### config.mk
export PLATFORM = sky130hd
export DESIGN_NAME = store_buffer
export DESIGN_NICKNAME = d
export VERILOG_FILES = /design/src/rtl/store_buffer.sv
export SDC_FILE = /design/constraint.sdc
export NUM_CORES = 1
export LEC_CHECK = 0
export BUFFER_PORTS_ARGS = -buffer_cell sky130_fd_sc_hd__buf_2
export CAP_MARGIN = 10
export CORE_AREA = 5 5 191 101
export CTS_CLUSTER_SIZE = 28
export DETAILED_ROUTE_END_ITERATION = 16
export DIE_AREA = 0 0 196 106
export HOLD_SLACK_MARGIN = 0.12
export PLACE_DENSITY = 0.67
export SLEW_MARGIN = 10
export SYNTH_ARGS = -nofsm -noshare
export SYNTH_HDL_FRONTEND = slang
export SYNTH_SLANG_ARGS = --single-unit
### constraint.sdc
create_clock -name i_clk -period 5.87 [get_ports i_clk]
set_clock_uncertainty 0.2 [all_clocks]
set_input_delay 0.587 -clock i_clk [delete_from_list [all_inputs] [get_ports i_clk]]
set_output_delay 0.587 -clock i_clk [all_outputs]
set_load 0.05 [all_outputs]
### src/rtl/store_buffer.sv
// Store buffer: checks MEM-stage stores for AdES, builds byte lanes, queues them in a small FIFO
// and drains one entry at a time to the DM/timer bridge over a req/ack handshake.
module store_buffer #(
  parameter int unsigned DEPTH  = 2,
  parameter logic [31:0] DM_END = 32'h0000_2fff
) (
  input  logic        i_clk,
  input  logic        i_reset,
  input  logic        i_st_valid,
  input  logic [1:0]  i_lsop,
  input  logic [31:0] i_addr,
  input  logic [31:0] i_wd_in,
  input  logic        i_flush,
  output logic        o_mem_exc_ades,
  output logic        o_st_stall,
  input  logic        i_ld_valid,
  input  logic [31:0] i_ld_addr,
  output logic        o_ld_conflict,
  output logic        o_bus_req,
  output logic [31:0] o_bus_addr,
  output logic [3:0]  o_bus_byteen,
  output logic [31:0] o_bus_wdata,
  input  logic        i_bus_ack,
  output logic        o_empty
);

  localparam int unsigned PW = (DEPTH > 1) ? $clog2(DEPTH) : 1;
  localparam logic [PW:0] FULL_CNT = DEPTH[PW:0];

  logic [31:0]    r_addr [DEPTH];
  logic [3:0]     r_be   [DEPTH];
  logic [31:0]    r_data [DEPTH];
  logic [DEPTH-1:0] r_valid;
  logic [PW-1:0]  r_wr_ptr;
  logic [PW-1:0]  r_rd_ptr;
  logic [PW:0]    r_count;

  logic        w_req;
  logic        w_align;
  logic        w_in_dm;
  logic        w_in_tc0;
  logic        w_in_tc1;
  logic        w_in_stall;
  logic        w_in_cnt;
  logic        w_range;
  logic        w_timer;
  logic        w_full;
  logic        w_nonempty;
  logic        w_enq;
  logic        w_pop;
  logic        w_ld_hit;
  logic [3:0]  w_be;
  logic [31:0] w_data;

  assign w_req = i_st_valid && (i_lsop != 2'b00);

  always_comb begin
    w_align    = ((i_lsop == 2'b11) && (i_addr[1:0] != 2'b00)) ||
                 ((i_lsop == 2'b10) && i_addr[0]);
    w_in_dm    = (i_addr <= DM_END);
    w_in_tc0   = (i_addr >= 32'h0000_7f00) && (i_addr <= 32'h0000_7f0b);
    w_in_tc1   = (i_addr >= 32'h0000_7f10) && (i_addr <= 32'h0000_7f1b);
    w_in_stall = (i_addr >= 32'h0000_7f20) && (i_addr <= 32'h0000_7f23);
    // Timer count registers are read-only from the store side.
    w_in_cnt   = ((i_addr >= 32'h0000_7f08) && (i_addr <= 32'h0000_7f0b)) ||
                 ((i_addr >= 32'h0000_7f18) && (i_addr <= 32'h0000_7f1b));
    w_range    = !(w_in_dm || w_in_tc0 || w_in_tc1 || w_in_stall);
    w_timer    = (w_in_tc0 || w_in_tc1) && ((i_lsop != 2'b11) || w_in_cnt);
  end

  assign o_mem_exc_ades = w_req && (w_align || w_range || w_timer);

  always_comb begin
    w_be   = 4'b0000;
    w_data = 32'h0;
    unique case (i_lsop)
      2'b01: begin
        w_be   = 4'b0001 << i_addr[1:0];
        w_data = {4{i_wd_in[7:0]}};
      end
      2'b10: begin
        w_be   = i_addr[1] ? 4'b1100 : 4'b0011;
        w_data = {2{i_wd_in[15:0]}};
      end
      2'b11: begin
        w_be   = 4'b1111;
        w_data = i_wd_in;
      end
      default: begin
        w_be   = 4'b0000;
        w_data = 32'h0;
      end
    endcase
  end

  assign w_full     = (r_count == FULL_CNT);
  assign w_nonempty = (r_count != '0);
  assign w_enq      = w_req && !o_mem_exc_ades && !i_flush && !w_full;
  assign w_pop      = w_nonempty && i_bus_ack;
  assign o_st_stall = w_req && !o_mem_exc_ades && !i_flush && w_full;

  always_ff @(posedge i_clk) begin
    if (i_reset) begin
      r_wr_ptr <= '0;
      r_rd_ptr <= '0;
      r_count  <= '0;
      r_valid  <= '0;
      for (int i = 0; i < DEPTH; i++) begin
        r_addr[i] <= 32'h0;
        r_be[i]   <= 4'b0000;
        r_data[i] <= 32'h0;
      end
    end else begin
      if (w_enq) begin
        r_addr[r_wr_ptr]  <= {i_addr[31:2], 2'b00};
        r_be[r_wr_ptr]    <= w_be;
        r_data[r_wr_ptr]  <= w_data;
        r_valid[r_wr_ptr] <= 1'b1;
        r_wr_ptr          <= r_wr_ptr + 1'b1;
      end
      if (w_pop) begin
        r_valid[r_rd_ptr] <= 1'b0;
        r_rd_ptr          <= r_rd_ptr + 1'b1;
      end
      unique case ({w_enq, w_pop})
        2'b10:   r_count <= r_count + 1'b1;
        2'b01:   r_count <= r_count - 1'b1;
        default: r_count <= r_count;
      endcase
    end
  end

  // Entries being popped still hold valid; the one being written does not yet.
  always_comb begin
    w_ld_hit = 1'b0;
    for (int i = 0; i < DEPTH; i++) begin
      if (r_valid[i] && (r_addr[i][31:2] == i_ld_addr[31:2])) w_ld_hit = 1'b1;
    end
  end

  assign o_ld_conflict = i_ld_valid && w_ld_hit;
  assign o_bus_req     = w_nonempty;
  assign o_bus_addr    = w_nonempty ? r_addr[r_rd_ptr] : 32'h0;
  assign o_bus_byteen  = w_nonempty ? r_be[r_rd_ptr] : 4'b0000;
  assign o_bus_wdata   = w_nonempty ? r_data[r_rd_ptr] : 32'h0;
  assign o_empty       = !w_nonempty;

endmodule
# Word-level counts from Yosys, hierarchy flattened
# Memories as Yosys holds them, arrays and structs flattened. A register that Yosys moved wholly into a read port is not among the register bits.
# Index checks and enable logic that the tools add are counted.
# Widths: inputs -> output; s select.
[word_totals]
reg_bits = 6
latchBits = 0
mem_bits_rw = 132
mem_bits_ro = 0
input_bits = 104
out_inout_bits = 73
word_cells = 114
mem_count = 3
[op_classes]
add_sub_neg = 4
mul = 0
div = 0
order_cmp = 13
n_eq_ne = 9
n_shift = 1
muxes = 36
n_bitwise = 3
reduce_logical = 41
[mem_list]
columns = ["name", "words", "width", "rd", "rd_ports_with_merged_regs", "wr", "line_no", "text"]
rows = [
  ["r_data", 2, 32, 1, 1, 2, "32", "logic [31:0] r_data [DEPTH];"],
  ["r_addr", 2, 30, 3, 1, 2, "30", "logic [31:0] r_addr [DEPTH];"],
  ["r_be", 2, 4, 1, 1, 2, "31", "logic [3:0] r_be [DEPTH];"],
]
[ops]
columns = ["op", "count"]
rows = [
  ["$ge 32x15->1 const B", 5],
  ["$le 32x15->1 const B", 3],
  ["$mux 32", 3],
  ["$pmux 32 s3", 1],
  ["$eq 30x30->1", 2],
  ["$le 32x14->1 const B", 1],
  ["$reduce_or 32->1", 1],
  ["$mux 30", 1],
  ["$reduce_or 30->1", 1],
  ["$mux 1", 21],
  ["$logic_and 1x1->1", 20],
  ["$mux 4", 3],
  ["$pmux 4 s3", 1],
  ["$logic_or 1x1->1", 9],
  ["$eq 2x2->1 const B", 4],
  ["$reduce_bool 2->1", 4],
  ["$mux 2", 3],
  ["$logic_not 1->1", 5],
  ["$eq 2x1->1 const B", 2],
  ["$lt 1x2->1 const B", 2],
  ["$pmux 2 s2", 1],
  ["$reduce_or 4->1", 1],
  ["$shl 1x2->4 const A", 1],
  ["$add 1x1->1 const B", 2],
  ["other kinds (8)", 10],
]

# Logic depth before layout (Yosys ltp)
# Gate-level depths: netlist of the first run.
[logic_depth]
ltp_word = 18
ltp_mapped = 8
mapped_depth_nobuf = 8

# Worst setup path after synthesis of the first run
# No wires, ideal clock.
[synth_timing]
path_kind = "input to output"
from = "input port i_addr[4]"
to = "output port o_st_stall"
arrival_ps = 3116
t_required_ps = 5083
path_slack_ps = 1967
cell_stages = 6
n_path_buf = 1
cell_sequence = "nor4b_1 nand4_1 a211oi_4 o21ai_2 buf_2 nor4_1"
[synth_between]
elab_chain_len = 13
word_cells_on_any_way = 29
classes_between = "order compare: 9; reduce/logical: 20"
[synth_lines]
columns = ["element", "line_no", "text"]
rows = [
  ["from (decl)", "11", "input logic [31:0] i_addr,"],
  ["$ge 32x15->1 or $le 32x15->1 (tied branches)", "61, 65", ""],
  ["$logic_and 1x1->1", "61", "w_in_tc0 = (i_addr >= 32'h0000_7f00) && (i_addr <= 32'h0000_7f0b);"],
  ["$logic_or 1x1->1 (3 in a row)", "67", "w_range = !(w_in_dm || w_in_tc0 || w_in_tc1 || w_in_stall);"],
  ["$logic_not 1->1", "67", ""],
  ["$logic_or 1x1->1", "71", "assign o_mem_exc_ades = w_req && (w_align || w_range || w_timer);"],
  ["$logic_or 1x1->1 *", "71", ""],
  ["$logic_and 1x1->1 *", "71", ""],
  ["$logic_not 1->1 *", "100", "assign o_st_stall = w_req && !o_mem_exc_ades && !i_flush && w_full;"],
  ["$logic_and 1x1->1 * (3 in a row)", "100", ""],
  ["to (decl)", "15", "output logic o_st_stall,"],
]
# Mark *: on every way between the ends. The rest lies on a longest branch, timed or not.

# Final worst setup path of the first run
[layout_timing]
from = "input port i_addr[6]"
to = "output port o_mem_exc_ades"
[layout_between]
elab_chain_len = 9
word_cells_on_any_way = 25
classes_between = "order compare: 9; reduce/logical: 16"
[layout_lines]
columns = ["element", "line_no", "text"]
rows = [
  ["$ge 32x15->1 or $le 32x15->1 (tied branches)", "61, 65", ""],
  ["$logic_and 1x1->1", "61", ""],
  ["$logic_or 1x1->1 (3 in a row)", "67", ""],
  ["$logic_not 1->1", "67", ""],
  ["$logic_or 1x1->1", "71", ""],
  ["$logic_or 1x1->1 *", "71", ""],
  ["$logic_and 1x1->1 *", "71", ""],
  ["to (decl)", "14", "output logic o_mem_exc_ades,"],
]
# Marked as above.

==> results by group, run 1 <==
Floorplan
  • IO Pins: 177
  • Die Span Y: about 110 um
  • Core area: approximately 0.018 sq mm
  • Die W: around 200 um
  • Row Count: 35
  • Die area: 0.02078 sq mm
  • Initial core utilization: a little over two fifths

Logic synthesis
  • Sequential element share of the synthesized area: a little over half
  • Yosys reg bits: 139
  • Yosys Warn Count: 0
  • Async set-reset flop share out of synthesis: 0%
  • Top cell type's share of synthesized area: between 50% and 60%
  • Synth Flop Type: edfxtp_1
  • Most frequent cell after synthesis: edfxtp_1
  • Post-synth top cells: edfxtp_1 (132), nor2_1 (71), mux2i_1 (66)
  • Area leader, netlist: edfxtp_1
  • Post-synth cell types: 50
  • Avg Cell Area, Syn: approximately 12 sq um
  • Largest cells by area after synthesis: edfxtp_1 (52%), mux2i_1 (8.7%), xnor2_1 (4.6%)
  • Post-Syn Instances: around 660
  • Post-Syn Area: around 0.0076 sq mm
  • Number of synthesized flops with an enable pin: 132

GRT
  • Total Routing Usage GR: between 20% and 30%
  • Residual overflow from global routing: 0
  • Largest net degree at the start of global routing: 73
  • First-pass GRT wire length: between 30000 and 40000 um
  • Number of global-route vias before repair: 5749
  • Initial antenna violation count: 0

Drt
  • Post-DR vias/cell: 5.434
  • Post-route DRC: 0
  • DR pass1 iterations: 5
  • Post-DR wirelength/cell: around 21 um
  • Post-DRT Antenna Nets: 0
  • DRT Wirelength: ~22000 um
  • Via count: 5950
  • Drt first-iter violations: between 500 and 600

Hold path
  • Hold Path Origin: i_reset
  • Hold Path Cell Cnt: 2
  • Worst Hold Endpoint: r_count[1]
  • Worst min path class: in2reg

Clock tree
  • Post-CTS sizing: 0
  • Hold_buf cts: 0
  • CTS clk-pin slew, worst paths: 0.06 ns
  • Clock tree from TritonCTS: built
  • CTS root buffer: clkbuf_16
  • Post-CTS Repair Setup Buffers: 0
  • Clock Path Buffers: 2
  • CTS sink cnt: 139
  • Skew-Pair Late Insertion Delay: 0.42 ns
  • H-tree depth: 4
  • TritonCTS Buffers: 17

Pwr
  • VDD IR max: 225.9 uV
  • Power per cell area: 260.8 mW/mm^2
  • Leak Pwr: roughly 3.4 nW
  • Tot Pwr: approximately 2.5 mW

Timing
  • RSZ-0062 raised after global routing: no
  • Min Hold Slack: 0.2324 ns
  • Min Tclk post-route: about 3.5 ns
  • Max-slew headroom: 19.94%
  • Fmax achieved: about 0.28 GHz
  • Final Hold Vio Count: 0
  • Setup violations, final: 0
  • Max Transition Viols Final: 0
  • Worst-Margin Slew: 1.198 ns
  • Final worst-path cycle share: 60.20%
  • TNS Setup: 0 ns

Finish
  • Final Net Count: 947
  • Diode count: 0
  • P&R area growth vs syn: 23.19%
  • Share of layout cells above drive strength 1: between 30% and 40%

Critical path
  • Flop2flop setup slack: between 2 and 3 ns
  • Most used cell, CP: buf_2
  • Critical-path cell list: buf_2, nor3_1, o211ai_1, and4_1, o21ai_4, and2_1, buf_2
  • Max stage delay cell, worst path: o21ai_4
  • Slowest stage delay, CP: about 0.75 ns
  • Required @ worst endpoint: roughly 5.1 ns
  • Worst Setup Path Type: in2out
  • Reg2reg path depth: 5
  • Startpoint types: input pin
  • CP endpoint kind: primary output
  • R2R Path End: r_data[1][31]
  • Arr. time, crit path: about 2.8 ns
  • Max FO, Critical Path: 29
  • R2r startpoint: r_count[0]

Placed design
  • Input/output buffers: approximately 170
  • GPL Wtd Cong: about 0.8
  • HPWL Detailed: about 16000 um

Status
  • Outcome: finished clean

Job
  • Max cap viols: 0
## cells by family after synthesis
logic type	count (synthesis)	synth area share (%)
AO/OA/AOI/OAI	51	5.347
XOR/XNOR	63	7.233
adder cells (fa/ha/maj)	1	0.1640
buffers and inverters	63	3.444
flip-flops	139	53.80
multiplexers	82	11.02
other	1	0.04916
AND/OR/NAND/NOR	263	18.94
## worst max path at each step
stage / slack, ns / startpoint / end / depth (start not counted)
3_5_place_dp: 1.99 / i_lsop[1] / r_data[1][18] / 6
2_1_floorplan: 1.97 / i_addr[4] / o_st_stall / 6
4_1_cts: 2.35 / flop / o_bus_wdata[9] / 4
3_3_place_gp: 2.01 / i_lsop[1] / r_data[1][18] / 6
5_1_grt: 2.12 / i_lsop[1] / o_st_stall / 7
6_report: 2.34 / i_addr[6] / o_mem_exc_ades / 7
## per-stage QoR
stage	setup slack [ns]	std cells	area, sq um	utilization (%)
after global placement	2.006	1063	8808	49.79
after CTS	2.350	1095	9398	53.12
after global routing	2.117	1095	9398	53.12
after floorplan	1.967	698	7760	-
final	2.336	1095	9398	53.12
after detailed placement	1.992	1063	8808	49.79
## power breakdown
group / internal [mW] / switching, mW / leakage [nW] / total [mW]
sequential: 1.12 / 0.0211 / 1.42 / 1.15
clock: 0.632 / 0.448 / 0.275 / 1.08
combinational: 0.0857 / 0.140 / 1.67 / 0.226
## flip-flops by register name, indices dropped and copies added, names as in the netlist, named ones only
name	cells
r_rd_ptr	1
r_data	64
r_addr	60
r_be	8
r_count	2
r_valid	2
r_wr_ptr	1
## cell type report
type / count / area [sq um]
Clock inverter: 15 / 163.9
Timing Repair Buffer: 181 / 965.9
Fill cell: 1573 / 8294
Multi-Input combinational cell: 496 / 3408
Sequential cell: 139 / 4108
Tap cell: 240 / 300.3
Clock buffer: 17 / 425.4
Inverter: 7 / 26.28
## worst max-delay path: cells and delay by family
| family | cells | cell delay, ns |
|---|---|---|
| compound gates | 2 | 0.91 |
| buf+inv | 2 | 0.39 |
| simple gates | 3 | 0.84 |
## placed cells by master, fill, tap and decap left out, types with 6 or more instances in the layout
cell and n:
a22o_1 16, a22oi_1 8, buf_2 172, buf_4 6, clkbuf_16 17, conb_1 36
dfxtp_1 6, edfxtp_1 132, mux2_2 16, mux2i_1 66, nand2_1 46, nand4_1 15
nor2_1 71, nor3_1 39, nor4_1 51, nor4_2 20, o21ai_0 7, xnor2_1 40
xor2_1 23
## routing by layer
metal  part of all wire (%)  GRT usage (%)  up-vias  wire, um
li1                       -              -     2823         -
met5                      0              0        -         0
met3                    9.4          5.953       15      2115
met2                     39          27.17      251      8690
met1                     51          35.58     2861     11530
met4                   0.62          3.635        0       139
Power figures use the tool's default switching activity.
==> run 2, diff against run 1 <==
- PLACE_DENSITY: 0.67 -> 0.7
- clock period: 5.87 -> 2.83 ns (I/O delays scaled with it)
==> run 2 against run 1 <==
  * Clock power is 120% higher
  * Register-to-register slack worse by 2.1 ns
  * Non-clock buffer count increased by 29
  * Hold slack got worse by 0.095 ns
  * Core utilization increased by 2.2 points
  * Final area grew 4.1%
  * Via count is 0.89% higher
  * Power is 110% higher
  * Global-route usage fell by 0.48 points
  * Cell count up 2.6%
==> results by group, run 2 (synthesis gave the netlist of run 1 again) <==
Status
  • Outcome: finished clean

Timing
  • Min Hold Slack: 0.1378 ns (-0.09461 ns)
  • Worst-Margin Slew: 0.5894 ns (-0.6086 ns)
  • Max Transition Viols Final: 0 (unchanged)
  • TNS Setup: 0 ns (unchanged)
  • Final Hold Vio Count: 0 (unchanged)
  • RSZ-0062 raised after global routing: no
  • Setup violations, final: 0 (unchanged)
  • Min Tclk post-route: about 2.7 ns
  • Fmax achieved: roughly 0.37 GHz
  • Final worst-path cycle share: ~96%
  • Max-slew headroom: 60.35% (+40 points)

Finish
  • Max reg flops: 64 (unchanged)
  • Share of layout cells above drive strength 1: 32.01% (+1.6 points)
  • Diode count: 0 (unchanged)
  • Biggest regs: r_data: 64 flops, r_addr: 60 flops, r_be: 8 flops
  • Footprint of the multi-input gates: 0.003467 sq mm (+1.7%)
  • P&R area growth vs syn: 28.24%
  • Layout fillers: 1582 (+0.57%)
  • Final Net Count: 976 (+3.1%)
  • Most frequent cells in the layout: buf_2 (172), edfxtp_1 (132), nor2_1 (71), mux2i_1 (66), nor4_1 (48)
  • Final std cells w/o fill: 1124 (+2.6%)
  • Register bank with the most flops: r_data
  • Reg area: 0.004108 sq mm (unchanged)
  • Commonest non-fill, non-tap cell in the layout: buf_2

Critical path
  • Critical-path cell list: xnor2_1, nand4_1, nor4_1, nand4_1, a21boi_0, buf_2
  • Max FO, Critical Path: 2 (-93%)
  • Arr. time, crit path: 2.23 ns (-0.52 ns)
  • Startpoint types: flop
  • Most used cell, CP: nand4_1
  • CP endpoint kind: primary output
  • Max stage delay cell, worst path: edfxtp_1
  • Flop2flop setup slack: 0.63 ns (-2.11 ns)
  • Slowest stage delay, CP: 0.42 ns (-0.33 ns)
  • Required @ worst endpoint: 2.35 ns (-2.73 ns)
  • Worst Setup Path Type: reg2out

Drt
  • Post-DRT Antenna Nets: 0 (unchanged)
  • Via count: 6003 (+0.89%)
  • Post-route DRC: 0 (unchanged)
  • Drt first-iter violations: 457 (-24%)
  • Post-DR wirelength/cell: 19.54 um (-4.8%)
  • Post-DR vias/cell: 5.341 (-1.7%)
  • DRT Wirelength: 21960 um (-2.3%)
  • DR pass1 iterations: 5 (unchanged)

Floorplan
  • Initial core utilization: 43.12% (unchanged)
  • Die Span Y: 106 um (unchanged)
  • Core area: 0.01769 sq mm (unchanged)
  • IO Pins: 177 (unchanged)
  • Die W: 196 um (unchanged)
  • Row Count: 35 (unchanged)
  • Die area: 0.02078 sq mm (unchanged)

Clock tree
  • CTS root buffer: clkbuf_16
  • CTS clk-pin slew, worst paths: 0.06 ns (about the same)
  • Clock Path Buffers: 2 (unchanged)
  • Skew-Pair Late Insertion Delay: 0.40 ns (-0.02 ns)
  • CTS sink cnt: 139 (unchanged)
  • Post-CTS Repair Setup Buffers: 0 (unchanged)
  • TritonCTS Buffers: 17 (unchanged)
  • Clock tree from TritonCTS: built
  • H-tree depth: 4 (unchanged)

Pwr
  • Leak Pwr: 3.570 nW (+5.9%)
  • Power per cell area: 533.7 mW/mm^2 (+100%)
  • VDD IR max: 409.5 uV (+81%)

Placed design
  • Input/output buffers: 172 (unchanged)
  • HPWL Detailed: 15680 um (-1.7%)
  • GPL Wtd Cong: 0.8598 (+5.2%)
  • Placed insts: 1078 (+1.4%)

GRT
  • Residual overflow from global routing: 0 (unchanged)
  • First-pass GRT wire length: 33890 um (about the same)
  • Total Routing Usage GR: 20.93% (-0.48 points)
  • Largest net degree at the start of global routing: 68 (-6.8%)
  • Number of global-route vias before repair: 5916 (+2.9%)
  • Initial antenna violation count: 1 (+1)

Job
  • Max cap viols: 0 (unchanged)

Hold path
  • Worst min path class: in2reg
## run 2: cell count changes in the layout (fill, tap and decap cells not counted), sizes merged
cell,delta
inv,+1
clkinvlp,-3
buf,+15
clkinv,+1
bufinv,+1
dlygate4sd3,+14
## run 2: power breakdown
part           switching, mW  total [mW]  internal [mW]
Clock                  0.931        2.34           1.41
Sequential            0.0444        2.38           2.33
Combinational          0.297       0.507          0.210
## run 2: routing by layer
layer	share of wire (%)	vias up	wire length, um	GRT usage (%)
met5	0.032	-	7	0
met4	0.68	2	150	4.183
met3	9.9	16	2165	7.948
met2	40	237	8886	27.98
met1	49	2861	10750	31.98
li1	-	2887	-	-
## run 2: worst paths after layout
kind / startpoint / end / depth (start not counted)
setup / recovery: r_addr[1][11] / o_ld_conflict / 6
setup reg to reg: r_count[0] / r_be[0][2] / 6
hold / removal: i_wd_in[3] / r_data[1][3] / 3
hold reg to reg: r_count[1] / r_count[1] / 2
## run 2: worst max-delay path: cells and delay by family (launching register included)
family / cells / cell delay (ns)
flip-flops: 1 / 0.42
buffers and inverters: 1 / 0.29
AO/OA/AOI/OAI: 1 / 0.19
AND/OR/NAND/NOR: 3 / 0.74
XOR/XNOR: 1 / 0.19
## run 2: cell type report
type	count	share of cell area [%]
Sequential cell	139	41.99
Multi-Input combinational cell	496	35.44
Timing Repair Buffer	210	12.97
Clock buffer	17	4.348
Tap cell	240	3.069
Clock inverter	15	1.918
Inverter	7	0.2686
## run 2: timing repair
item                                    4_1_cts  5_1_grt
hold buffers                                 14        0
endpoints found under the hold margin        28        0
endpoints found under the setup margin        1        1
gates resized for setup                       2        5
## run 2: per-stage QoR
stage	cell area (sq um)	power (mW)	util [%]	worst slack [ns]
finish	9783	5.221	55.30	0.1180
global route	9783	5.406	55.30	0.02747
detailed placement	8980	2.893	50.76	0.04102
floorplan	7771	2.672	-	0.1290
CTS	9747	5.238	55.09	0.05257
global placement	8980	2.886	50.76	0.09683
